[src/rtl/uart_pkg.sv]
// Shared types and constants for the UART receive path.
package uart_pkg;

    typedef enum logic [2:0] {IDLE, START, DATA, PARITY, STOP, BREAK} rx_state_e;

    localparam int   DATA_BITS            = 8;
    localparam logic IDLE_LEVEL           = 1'b1;
    localparam int   DEFAULT_CLKS_PER_BIT = 2604;

endpackage

[src/rtl/uart_rx_sync.sv]
// Metastability flop chain for the asynchronous serial line; resets to the idle level.
module uart_rx_sync
    import uart_pkg::*;
#(
    parameter int SYNC_STAGES = 2
) (
    input  logic clk_in,
    input  logic sys_rstn,
    input  logic rxd_i,
    output logic rxs_o
);

    logic [SYNC_STAGES-1:0] sync_q;

    for (genvar gi = 0; gi < SYNC_STAGES; gi++) begin : g_stage
        if (gi == 0) begin : g_first
            always_ff @(posedge clk_in or negedge sys_rstn) begin
                if (!sys_rstn) sync_q[0] <= IDLE_LEVEL;
                else           sync_q[0] <= rxd_i;
            end
        end else begin : g_next
            always_ff @(posedge clk_in or negedge sys_rstn) begin
                if (!sys_rstn) sync_q[gi] <= IDLE_LEVEL;
                else           sync_q[gi] <= sync_q[gi-1];
            end
        end
    end

    assign rxs_o = sync_q[SYNC_STAGES-1];

endmodule

[src/rtl/uart_rx_frame.sv]
// UART receiver: 8N1 framing, one-entry holding register with valid/ready, sticky errors.
// Define UART_RX_PARITY_EN to add a parity bit (parity_odd input, parity_err output).
module uart_rx_frame
    import uart_pkg::*;
#(
    parameter int CLKS_PER_BIT = DEFAULT_CLKS_PER_BIT,
    parameter int SYNC_STAGES  = 2
) (
    input  logic                 clk_in,
    input  logic                 sys_rstn,
    input  logic                 uart_rxd,
    input  logic                 rx_ready,
    input  logic                 err_clr,
`ifdef UART_RX_PARITY_EN
    input  logic                 parity_odd,
    output logic                 parity_err,
`endif
    output logic [DATA_BITS-1:0] rx_data,
    output logic                 rx_valid,
    output logic                 frame_err,
    output logic                 overrun_err,
    output logic                 rx_busy
);

    localparam int CNT_W = $clog2(CLKS_PER_BIT);
    localparam int IDX_W = $clog2(DATA_BITS);
    localparam logic [CNT_W-1:0] HALF_CNT = CNT_W'(CLKS_PER_BIT / 2 - 1);
    localparam logic [CNT_W-1:0] FULL_CNT = CNT_W'(CLKS_PER_BIT - 1);
    localparam logic [IDX_W-1:0] LAST_BIT = IDX_W'(DATA_BITS - 1);

    logic                 rxs;
    rx_state_e            state_q;
    logic [CNT_W-1:0]     cnt_q;
    logic [CNT_W-1:0]     cnt_d;
    logic [IDX_W-1:0]     bit_idx_q;
    logic [DATA_BITS-1:0] shift_q;
    logic [DATA_BITS-1:0] data_q;
    logic                 valid_q;
    logic                 frame_err_q;
    logic                 overrun_q;
    logic                 busy_q;
    logic                 byte_ok;

    uart_rx_sync #(.SYNC_STAGES(SYNC_STAGES)) u_sync (
        .clk_in  (clk_in),
        .sys_rstn(sys_rstn),
        .rxd_i   (uart_rxd),
        .rxs_o   (rxs)
    );

    assign cnt_d = cnt_q + 1'b1;

`ifdef UART_RX_PARITY_EN
    logic parity_err_q;
    logic par_bad_q;
    assign byte_ok    = ~par_bad_q;
    assign parity_err = parity_err_q;
`else
    assign byte_ok = 1'b1;
`endif

    always_ff @(posedge clk_in or negedge sys_rstn) begin
        if (!sys_rstn) begin
            state_q     <= IDLE;
            cnt_q       <= '0;
            bit_idx_q   <= '0;
            shift_q     <= '0;
            data_q      <= '0;
            valid_q     <= 1'b0;
            frame_err_q <= 1'b0;
            overrun_q   <= 1'b0;
            busy_q      <= 1'b0;
`ifdef UART_RX_PARITY_EN
            parity_err_q <= 1'b0;
            par_bad_q    <= 1'b0;
`endif
        end else begin
            cnt_q <= cnt_d;
            if (valid_q && rx_ready) valid_q <= 1'b0;
            // Clears come first so that an error event later in this block wins.
            if (err_clr) begin
                frame_err_q <= 1'b0;
                overrun_q   <= 1'b0;
`ifdef UART_RX_PARITY_EN
                parity_err_q <= 1'b0;
`endif
            end

            case (state_q)
                IDLE: begin
                    cnt_q <= '0;
                    if (rxs != IDLE_LEVEL) begin
                        state_q <= START;
                        busy_q  <= 1'b1;
                    end
                end
                START: begin
                    if (cnt_q == HALF_CNT) begin
                        cnt_q <= '0;
                        if (rxs != IDLE_LEVEL) begin
                            state_q   <= DATA;
                            bit_idx_q <= '0;
`ifdef UART_RX_PARITY_EN
                            par_bad_q <= 1'b0;
`endif
                        end else begin
                            state_q <= IDLE;
                            busy_q  <= 1'b0;
                        end
                    end
                end
                DATA: begin
                    if (cnt_q == FULL_CNT) begin
                        cnt_q              <= '0;
                        shift_q[bit_idx_q] <= rxs;
                        bit_idx_q          <= bit_idx_q + 1'b1;
                        if (bit_idx_q == LAST_BIT) begin
`ifdef UART_RX_PARITY_EN
                            state_q <= PARITY;
`else
                            state_q <= STOP;
`endif
                        end
                    end
                end
`ifdef UART_RX_PARITY_EN
                PARITY: begin
                    if (cnt_q == FULL_CNT) begin
                        cnt_q   <= '0;
                        state_q <= STOP;
                        if (rxs != (^shift_q ^ parity_odd)) begin
                            parity_err_q <= 1'b1;
                            par_bad_q    <= 1'b1;
                        end
                    end
                end
`endif
                STOP: begin
                    if (cnt_q == FULL_CNT) begin
                        cnt_q <= '0;
                        if (rxs) begin
                            state_q <= IDLE;
                            busy_q  <= 1'b0;
                            // A same-cycle consume frees the slot for the new byte.
                            if (byte_ok) begin
                                if (!valid_q || rx_ready) begin
                                    data_q  <= shift_q;
                                    valid_q <= 1'b1;
                                end else begin
                                    overrun_q <= 1'b1;
                                end
                            end
                        end else begin
                            frame_err_q <= 1'b1;
                            state_q     <= BREAK;
                        end
                    end
                end
                BREAK: begin
                    cnt_q <= '0;
                    if (rxs) begin
                        state_q <= IDLE;
                        busy_q  <= 1'b0;
                    end
                end
                default: begin
                    state_q <= IDLE;
                    busy_q  <= 1'b0;
                    cnt_q   <= '0;
                end
            endcase
        end
    end

    assign rx_data     = data_q;
    assign rx_valid    = valid_q;
    assign frame_err   = frame_err_q;
    assign overrun_err = overrun_q;
    assign rx_busy     = busy_q;

endmodule

[config.mk]
export PLATFORM = sky130hd
export DESIGN_NAME = uart_rx_frame
export DESIGN_NICKNAME = d
export VERILOG_FILES = /design/src/rtl/uart_pkg.sv /design/src/rtl/uart_rx_sync.sv /design/src/rtl/uart_rx_frame.sv
export SDC_FILE = /design/constraint.sdc
export NUM_CORES = 1
export LEC_CHECK = 0
export BUFFER_PORTS_ARGS = -buffer_cell sky130_fd_sc_hd__buf_2
export CORE_MARGIN = 2
export CORE_UTILIZATION = 35
export CTS_BUF_LIST = sky130_fd_sc_hd__clkbuf_16
export CTS_CLUSTER_SIZE = 8
export DETAILED_ROUTE_END_ITERATION = 16
export SKIP_CTS_REPAIR_TIMING = 1
export SYNTH_ARGS = -nofsm -noshare
export SYNTH_HDL_FRONTEND = slang
export SYNTH_SLANG_ARGS = --single-unit
[constraint.sdc]
create_clock -name clk_in -period 5.2 [get_ports clk_in]
set_clock_uncertainty 0.2 [all_clocks]
set_input_delay 1.04 -clock clk_in [delete_from_list [all_inputs] [get_ports clk_in]]
set_output_delay 1.04 -clock clk_in [all_outputs]
set_load 0.005 [all_outputs]
==> results.json <==
{
  "rows": 26,
  "avgRoutedWirePerCell_um": 12.9,
  "cp_slowest_cell": "nor4b_4",
  "cts_sinks": 40,
  "critPathRequiredTime_ps": 5160,
  "crit_path_end_kind": "flop",
  "yosysTopAreaCell": "dfrtp_1",
  "fin_crit_ps": 2760,
  "start_util_pct": 36.7,
  "path_cells": "or4_4, or3_4, nor4b_4, mux2_2",
  "synth-seq-cells": 40,
  "reg2reg_to": "rx_data[4]",
  "yosysMostFrequentCell": "dfrtp_1",
  "insertion_delay_ps": 280,
  "core_area_sq_mm": 0.00517,
  "syn_area_sq_mm": 0.00190,
  "netlist_top_cells_area": "dfrtp_1, mux2_2, nor2_1",
  "cp_top_family": "simple AND/OR/NAND/NOR gates",
  "seq_area_sq_mm": 0.00100,
  "dp_cells": 246,
  "viasPerCell": 5.08,
  "vdd_drop_max_v": 0.000157,
  "ant_nets": 0,
  "drive_gt1_share_pct": 27.2,
  "reg2reg_slack_ps": 2440,
  "min_path_type": "reg2reg",
  "antenna_cells": 0,
  "grt_first_pass_wirelength_mm": 5.78,
  "fillers": 500,
  "grt_overflow": 0,
  "crit_type": "reg2reg",
  "rsz0062_at_grt": "false",
  "r2r_cells": 4,
  "async_reset_ff_share_pct": 100,
  "synth_flop_cell": "dfrtp_1",
  "path_buf_inv": 0,
  "io_buffers": 16,
  "min-delay-start": "u_sync.sync_q[0]",
  "p_leak_nw": 1.02,
  "hpwl_mm": 2.25,
  "finalCritPeriodShare_pct": 53.1,
  "die-area_sq_mm": 0.00603,
  "grt_max_degree": 41,
  "crit_arrival_ps": 2720,
  "root_buffer": "clkbuf_16",
  "cpPeakStageDelay_ps": 600,
  "tns_ps": 0,
  "dp_slack_ps": 2440,
  "grt_pass1_vias": 1256,
  "worstHoldEndpoint": "u_sync.rxs_o",
  "syn_avg_cell_area_sq_um": 11.5,
  "timing.hold.ws_ps": 155,
  "synth_edf_count": 0,
  "setup_slack_ps": 2440,
  "hold_violations": 0,
  "startpoint": "cnt_q[7]",
  "power_density_mw_per_mm2": 300,
  "synth_cells": 165,
  "finalSetupViolations": 0,
  "htreeDepth": 2,
  "die_h_um": 77.7,
  "drv_cap": 0,
  "synth_top_area_share_pct": 50.1,
  "drtIter0Drc": 77,
  "slew_headroom_pct": 35.8,
  "start_kind": "flop",
  "synth_common_cells": "dfrtp_1, mux2_2, nor2_1, nand3_1, nand2_1",
  "dr.pass1.iters": 4,
  "synth_cell_type_count": 38,
  "placed_area_sq_mm": 0.00205,
  "clk_pin_slew_ps": 60,
  "grt_usage_pct": 12.0,
  "final_cell_area_sq_mm": 0.00222,
  "layout.cells.non_filler": 254,
  "worst_pin_slew_ps": 963,
  "routabilityCongestion": 0.771,
  "num_vias": 1290,
  "syn_nets": 174,
  "r2r-start": "cnt_q[7]",
  "cts_tree": "built",
  "fin_nets": 192,
  "synthToLayoutAreaGrowth_pct": 16.8,
  "cts_made_buffers": 5,
  "status": "completed",
  "drc": 0,
  "crit_fanout": 8,
  "hold_depth": 0,
  "yosys_warnings": 0,
  "slew_violations": 0,
  "clock_path_buffers": 2,
  "postRouteWirelength_mm": 3.27,
  "seq_area_frac_synth_pct": 52.8,
  "fp.dieW_um": 77.7,
  "max_freq_mhz": 362,
  "multi_input_area_sq_um": 861,
  "antenna_found_initial": 0,
  "pin_count": 17
}
==> worst max path at each step <==
stage	to	slack [ps]	cells after the start
after floorplan	rx_data[0]	2650	4
after global placement	rx_data[4]	2480	4
after detailed placement	rx_data[4]	2440	4
after CTS	rx_data[4]	2440	4
after global routing	cnt_q[1]	2280	6
final	rx_data[4]	2440	4
==> report_power, final <==
part | internal [W] | leakage, nW | switching [W]
Clock | 0.000225 | 0.0798 | 0.000118
Sequential | 0.000313 | 0.532 | 0.00000153
Combinational | 0.00000176 | 0.407 | 0.00000691
Total | 0.000540 | 1.02 | 0.000126
==> layer usage <==
| metal | track usage [%] | part of all wire (%) | vias up |
|---|---|---|---|
| met1 | 15.9 | 49 | 636 |
| met2 | 18.8 | 47 | 19 |
| li1 | - | - | 631 |
| met4 | 3.21 | 0.89 | 0 |
| met5 | 0 | 0 | - |
| met3 | 3.95 | 3.3 | 4 |
==> flip-flops by register name, indices dropped and copies added (netlist names) <==
register       count
state_q            3
frame_err          1
rx_data            8
bit_idx_q          3
overrun_err        1
rx_valid           1
cnt_q             12
shift_q            8
u_sync.sync_q      1
rx_busy            1
u_sync.rxs_o       1
==> layout make-up <==
| cell class | instances | share of cell area (%) |
|---|---|---|
| Clock buffer | 5 | 5.64 |
| Clock inverter | 3 | 1.92 |
| Inverter | 3 | 0.508 |
| Multi-Input combinational cell | 116 | 38.8 |
| Sequential cell | 40 | 45.2 |
| Tap cell | 70 | 3.95 |
| Timing Repair Buffer | 17 | 3.95 |
==> stage by stage <==
step | total power (W) | utilization (%)
after global placement | 0.000330 | 39.6
after floorplan | 0.000321 | -
after CTS | 0.000673 | 42.9
final | 0.000666 | 42.9
after global routing | 0.000692 | 42.9
after detailed placement | 0.000329 | 39.6
==> worst reg2reg max path: stages (launching register included) <==
cell	delay [ps]
dfrtp_1	450
or4_4	560
or3_4	430
nor4b_4	600
mux2_2	410
==> cells by family after synthesis <==
kind of cell	synth area share (%)
flip-flops	52.8
multiplexers	10.1
AO/OA/AOI/OAI	4.74
buffers and inverters	1.84
adder cells (fa/ha/maj)	2.64
XOR/XNOR	5.07
AND/OR/NAND/NOR	22.8
==> layout by cell type, fill, tap and decap left out, types with 2 or more instances in the layout <==
| master | count |
|---|---|
| dfrtp_1 | 38 |
| nor2_1 | 17 |
| mux2_2 | 17 |
| buf_2 | 16 |
| nand3_1 | 8 |
| nand2_1 | 7 |
| xor2_1 | 6 |
| xnor2_1 | 5 |
| nor3_1 | 5 |
| nand2b_1 | 5 |
| clkbuf_16 | 5 |
| nor4bb_1 | 4 |
| o21ai_0 | 4 |
| ha_1 | 4 |
| and3_1 | 3 |
| nand4_1 | 3 |
| inv_1 | 3 |
| nand4b_1 | 3 |
| nor3b_1 | 2 |
| or3b_2 | 2 |
| a31oi_1 | 2 |
| a21oi_1 | 2 |
| nor4_1 | 2 |
| a22o_1 | 2 |
| dfstp_2 | 2 |
Note: power is estimated with default switching activity, not from simulation.
